## src/rtl/control_sequencer.sv

```systemverilog
// Multi-cycle fetch/decode/control sequencer for a 64-bit RV64I datapath subset.
// Fetches one instruction, then steps its datapath controls through DECODE/EXECUTE(/WRITEBACK).
module control_sequencer #(
    parameter int                  WORDSIZE = 64,
    parameter logic [WORDSIZE-1:0] RESET_PC = '0
) (
    input  logic                clk,
    input  logic                rst,
    output logic                imem_req,
    output logic [WORDSIZE-1:0] imem_addr,
    input  logic                imem_ready,
    input  logic [31:0]         imem_rdata,
    output logic [4:0]          rf_addr_a,
    output logic [4:0]          rf_addr_b,
    output logic [4:0]          rf_write_addr,
    output logic                rf_write_en,
    output logic [WORDSIZE-1:0] immediate,
    output logic                mux_0_sel,
    output logic                mux_1_sel,
    output logic                mux_2_sel,
    output logic [2:0]          alu_operation,
    output logic                dm_write_en,
    output logic [WORDSIZE-1:0] pc,
    output logic                retire,
    output logic                halted
);

    typedef enum logic [2:0] {
        S_FETCH, S_DECODE, S_EXECUTE, S_WRITEBACK, S_HALT
    } state_t;

    state_t              r_state, w_next;
    logic [WORDSIZE-1:0] r_pc, r_imm, w_imm;
    logic [31:0]         r_instr;

    logic [6:0] w_opcode, w_f7;
    logic [2:0] w_f3, w_r_op;
    logic       w_is_r, w_is_addi, w_is_ld, w_is_sd, w_rd_nz;

    assign w_opcode = r_instr[6:0];
    assign w_f3     = r_instr[14:12];
    assign w_f7     = r_instr[31:25];
    assign w_rd_nz  = (r_instr[11:7] != 5'd0);

    assign w_is_addi = (w_opcode == 7'b0010011) && (w_f3 == 3'b000);
    assign w_is_ld   = (w_opcode == 7'b0000011) && (w_f3 == 3'b011);
    assign w_is_sd   = (w_opcode == 7'b0100011) && (w_f3 == 3'b011);

    always_comb begin
        w_is_r = 1'b0;
        w_r_op = 3'b000;
        if (w_opcode == 7'b0110011) begin
            unique case (w_f3)
                3'b000: begin
                    w_is_r = (w_f7 == 7'b0000000) || (w_f7 == 7'b0100000);
                    w_r_op = w_f7[5] ? 3'b001 : 3'b000;
                end
                3'b100:  begin w_is_r = (w_f7 == 7'd0); w_r_op = 3'b100; end
                3'b110:  begin w_is_r = (w_f7 == 7'd0); w_r_op = 3'b011; end
                3'b111:  begin w_is_r = (w_f7 == 7'd0); w_r_op = 3'b010; end
                default: begin w_is_r = 1'b0;           w_r_op = 3'b000; end
            endcase
        end
    end

    // I-type for ADDI/LD, split S-type field for SD, zero otherwise.
    always_comb begin
        w_imm = '0;
        if (w_is_addi || w_is_ld)
            w_imm = {{(WORDSIZE-12){r_instr[31]}}, r_instr[31:20]};
        else if (w_is_sd)
            w_imm = {{(WORDSIZE-12){r_instr[31]}}, r_instr[31:25], r_instr[11:7]};
    end

    always_ff @(posedge clk) begin
        if (rst) begin
            r_state <= S_FETCH;
            r_pc    <= RESET_PC;
            r_instr <= '0;
            r_imm   <= '0;
        end else begin
            r_state <= w_next;
            if (r_state == S_FETCH && imem_ready)
                r_instr <= imem_rdata;
            if (r_state == S_DECODE)
                r_imm <= w_imm;
            if (retire)
                r_pc <= r_pc + WORDSIZE'(4);
        end
    end

    always_comb begin
        w_next        = r_state;
        imem_req      = 1'b0;
        rf_write_en   = 1'b0;
        mux_0_sel     = 1'b0;
        mux_1_sel     = 1'b0;
        mux_2_sel     = 1'b0;
        alu_operation = 3'b000;
        dm_write_en   = 1'b0;
        retire        = 1'b0;
        halted        = 1'b0;
        case (r_state)
            S_FETCH: begin
                imem_req = 1'b1;
                if (imem_ready) w_next = S_DECODE;
            end
            S_DECODE: begin
                w_next = (w_is_r || w_is_addi || w_is_ld || w_is_sd) ? S_EXECUTE : S_HALT;
            end
            S_EXECUTE: begin
                if (w_is_r) begin
                    mux_1_sel     = 1'b1;
                    alu_operation = w_r_op;
                    rf_write_en   = w_rd_nz;
                    retire        = 1'b1;
                    w_next        = S_FETCH;
                end else if (w_is_addi) begin
                    rf_write_en = w_rd_nz;
                    retire      = 1'b1;
                    w_next      = S_FETCH;
                end else if (w_is_sd) begin
                    dm_write_en = 1'b1;
                    retire      = 1'b1;
                    w_next      = S_FETCH;
                end else begin
                    w_next = S_WRITEBACK;
                end
            end
            S_WRITEBACK: begin
                mux_2_sel   = 1'b1;
                rf_write_en = w_rd_nz;
                retire      = 1'b1;
                w_next      = S_FETCH;
            end
            S_HALT: halted = 1'b1;
            default: w_next = S_FETCH;
        endcase
    end

    assign imem_addr     = r_pc;
    assign pc            = r_pc;
    assign immediate     = r_imm;
    assign rf_addr_a     = r_instr[19:15];
    assign rf_addr_b     = r_instr[24:20];
    assign rf_write_addr = r_instr[11:7];

endmodule

```

## config.mk

```make
export PLATFORM = sky130hd
export DESIGN_NAME = control_sequencer
export DESIGN_NICKNAME = d
export VERILOG_FILES = /design/src/rtl/control_sequencer.sv
export SDC_FILE = /design/constraint.sdc
export NUM_CORES = 1
export LEC_CHECK = 0
export BUFFER_PORTS_ARGS = -buffer_cell sky130_fd_sc_hd__buf_2
export CORE_MARGIN = 3
export CORE_UTILIZATION = 45
export DETAILED_ROUTE_END_ITERATION = 8
export GPL_TIMING_DRIVEN = 1
export PLACE_DENSITY = 0.79
export SYNTH_ARGS = -nofsm -noshare
export SYNTH_HDL_FRONTEND = slang
export SYNTH_SLANG_ARGS = --single-unit
export TNS_END_PERCENT = 100
```

## constraint.sdc

```tcl
create_clock -name clk -period 5.45 [get_ports clk]
set_clock_uncertainty 0.2 [all_clocks]
set_input_delay 0.545 -clock clk [delete_from_list [all_inputs] [get_ports clk]]
set_output_delay 0.545 -clock clk [all_outputs]
set_load 0.05 [all_outputs]
```

==> impl_metrics.tcl <==
set metrics [dict create \
    regToRegStartpoint "r_instr[5]$_SDFFE_PP0P_" \
    yosys_warnings 0 \
    max_slew_margin 0.2288 \
    critical-path-max-stage-delay_ps 740 \
    gp_congestion 0.8881 \
    postRouteAntennaNets 0 \
    drt_iter0_markers 266 \
    setup_viol_count_final 0 \
    synth_top_area_frac 0.3482 \
    yosysUniqueCellTypes 58 \
    final_common_cell "buf_2" \
    fp.dieW_um 124.0 \
    switching_share 0.2876 \
    synth-edff-count 0 \
    whs_ps 216.1 \
    drive_above_1_share 0.3391 \
    end_kind "output port" \
    die_area_um2 15380 \
    viasPerCell 5.392 \
    io_pins 253 \
    core_area_um2 13450 \
    grt_max_degree 70 \
    ys_seq_area_frac 0.3482 \
    start_util 0.4659 \
    mostFrequentLayoutCells "buf_2, dfxtp_1, nand2_1, nor2_1, a21oi_1" \
    r2r_end "imem_addr[47]$_SDFFE_PP0P_" \
    cts.repair.resized 0 \
    maxSlewViolCount 0 \
    io_buffers 247 \
    grt_pass1_wl_um 24910 \
    synthFlopType "dfxtp_1" \
    switching_power_uw 500.2 \
    pwr-share-seq 0.490 \
    fin_nets 904 \
    synth_async_sr_flop_share 0 \
    dp_hpwl_um 11890 \
    area_growth_pct 10.16 \
    avgSynthCellArea_um2 8.097 \
    cp.arrival_ps 2870 \
    post_cts_buffers 0 \
    cts.path.max_buffers 2 \
    path_class "reg -> out" \
    tritoncts "built" \
    grt_pass1_vias 4965 \
    synth_cells 774 \
    synth_area_um2 6267 \
    drc 0 \
    max_freq_ghz 0.2769 \
    pwr-share-comb 0.125 \
    dr.pass1.iters 7 \
    intPower_mw 1.239 \
    min_path_type "in -> reg" \
    yosys.area.top_type "dfxtp_1" \
    finalCriticalPeriod_ps 3612 \
    tightest_slew_ps 1157 \
    grt_setup_unrepaired "no" \
    clkLatencyLatePin_ps 360 \
    crit_chain "nor4b_4 > o2111ai_2 > a211oi_4 > nor2_2 > inv_1 > buf_2" \
    crit_required_ps 4700 \
    finalSetupTns_ps 0 \
    cts_max_level 3 \
    antenna_cells 0 \
    wirelength_um 16000 \
    maxCapViolCount 0 \
    antenna_found_initial 0 \
    worst_setup_path_start_kind "flop" \
    synth_area_leaders "dfxtp_1, buf_4, nand2_1, a21oi_1, nor2_1" \
    holdPathStages 3 \
    cp_slowest_cell "a211oi_4" \
    ir_drop_uv 334.3 \
    row_count 42 \
    cts.sinks 109 \
    status "finished, final reports clean" \
    hold_viol_final 0 \
    synth-seq-cells 109 \
    reg2reg_slack_ps 2270 \
    cts-root-buf "clkbuf_16" \
    worstRegToRegCells 6 \
    grt.overflow.total 0 \
    powerDensity_nw_per_um2 251.9 \
    min_from "imem_rdata[15]" \
    grt_usage 0.2021 \
    power_leakage_nw 3.042 \
    cts_buffers 9 \
    p_clk_frac 0.385 \
    ctsHoldBuffers 0 \
    die_y_um 124.0 \
    min_to "r_instr[15]$_SDFFE_PP0P_" \
    wl_per_cell_um 15.26 \
    crit_path_max_fanout 17 \
    final_util 0.5132 \
    vias 5656 \
    clkSlewWorstSetupHoldPaths_ps 70 \
    finalCritPeriodShare 0.6627 \
]
power groups by stage:
stage / Sequential (mW) / Clock [mW] / Combinational (mW)
after global placement: 0.868 / 0 / 0.216
final: 0.852 / 0.669 / 0.218
after floorplan: 0.875 / 0 / 0.175
after detailed placement: 0.870 / 0 / 0.217
after CTS: 0.851 / 0.680 / 0.218
after global routing: 0.856 / 0.706 / 0.239
worst max-delay path by stage:
| stage | start | endpoint | slack, ps |
|---|---|---|---|
| finish | r_instr[5]$_SDFFE_PP0P_ | retire | 1840 |
| global route | r_instr[5]$_SDFFE_PP0P_ | retire | 1620 |
| CTS | r_instr[25]$_SDFFE_PP0P_ | retire | 1820 |
| detailed placement | r_instr[5]$_SDFFE_PP0P_ | retire | 2250 |
| global placement | r_instr[5]$_SDFFE_PP0P_ | retire | 2310 |
| floorplan | r_instr[5]$_SDFFE_PP0P_ | alu_operation[0] | 880 |
metrics by stage:
| step | instance area [µm²] | setup WS [ps] | power [mW] | instances |
|---|---|---|---|---|
| 2_1_floorplan | 6282 | 884.4 | 1.050 | 778 |
| 4_1_cts | 6903 | 1817 | 1.750 | 1049 |
| 5_1_grt | 6904 | 1620 | 1.800 | 1049 |
| 3_3_place_gp | 6606 | 2308 | 1.084 | 1033 |
| 3_5_place_dp | 6606 | 2248 | 1.087 | 1033 |
| 6_report | 6904 | 1838 | 1.739 | 1049 |
flip-flops by register name, summed over array words and instances (netlist names):
signal	flops
r_instr	32
r_state	3
immediate	12
imem_addr	62
logic make-up (layout without fill, tap and decap cells):
kind of cell | after synthesis | after routing | synth area share
simple gates | 298 | 298 | 0.2436
buf+inv | 184 | 279 | 0.1919
compound gates | 145 | 145 | 0.1619
flops | 109 | 109 | 0.3482
xor+xnor | 32 | 32 | 0.04472
mux | 4 | 4 | 0.007187
fa+ha+maj | 1 | 1 | 0.001996
other cells | 1 | 5 | 0.0005983
synthesized netlist by cell type (3+ instances only):
cell type and n:
nand4_1 22, inv_1 14, a211oi_1 3, nor2_1 71
o2111ai_1 9, dfxtp_1 109, nor4_1 11, buf_2 4
or4_1 8, nand3_1 23, and3_1 4, clkbuf_1 31
nand2_1 92, xor2_1 19, o211ai_1 4, and4_1 6
mux2_2 4, a2111oi_2 4, buf_4 135, a22oi_1 7
nor2b_1 4, xnor2_1 13, o31ai_1 7, a221oi_1 6
a21oi_1 65, and2_1 8, o21ai_0 19, nor3_1 17
a31o_2 4, or3_1 12
cell type report:
type                    count  area, µm²
flip-flops and latches    109       2183
multi-input cells         485       2898
well taps                 176      220.2
repair buffers            249       1254
fillers                  1292       6549
inverters                  14      52.55
clock inverters             7      71.32
clock buffers               9      225.2
layer usage:
layer  track usage  up-vias  routed length (µm)
li1              -     2774                   -
met1        0.2453     2626                6470
met2        0.3396      232                7809
met3       0.07312       24                1458
met4       0.05270        0                 265
met5             0        -                   0
worst max-delay path, delay by kind of cell, from the launching register on:
family / cells / cell delay [ps]
buf+inv: 2 / 490
flops: 1 / 470
simple gates: 2 / 570
compound gates: 2 / 970
No activity file was read; power rests on OpenSTA's default activity.
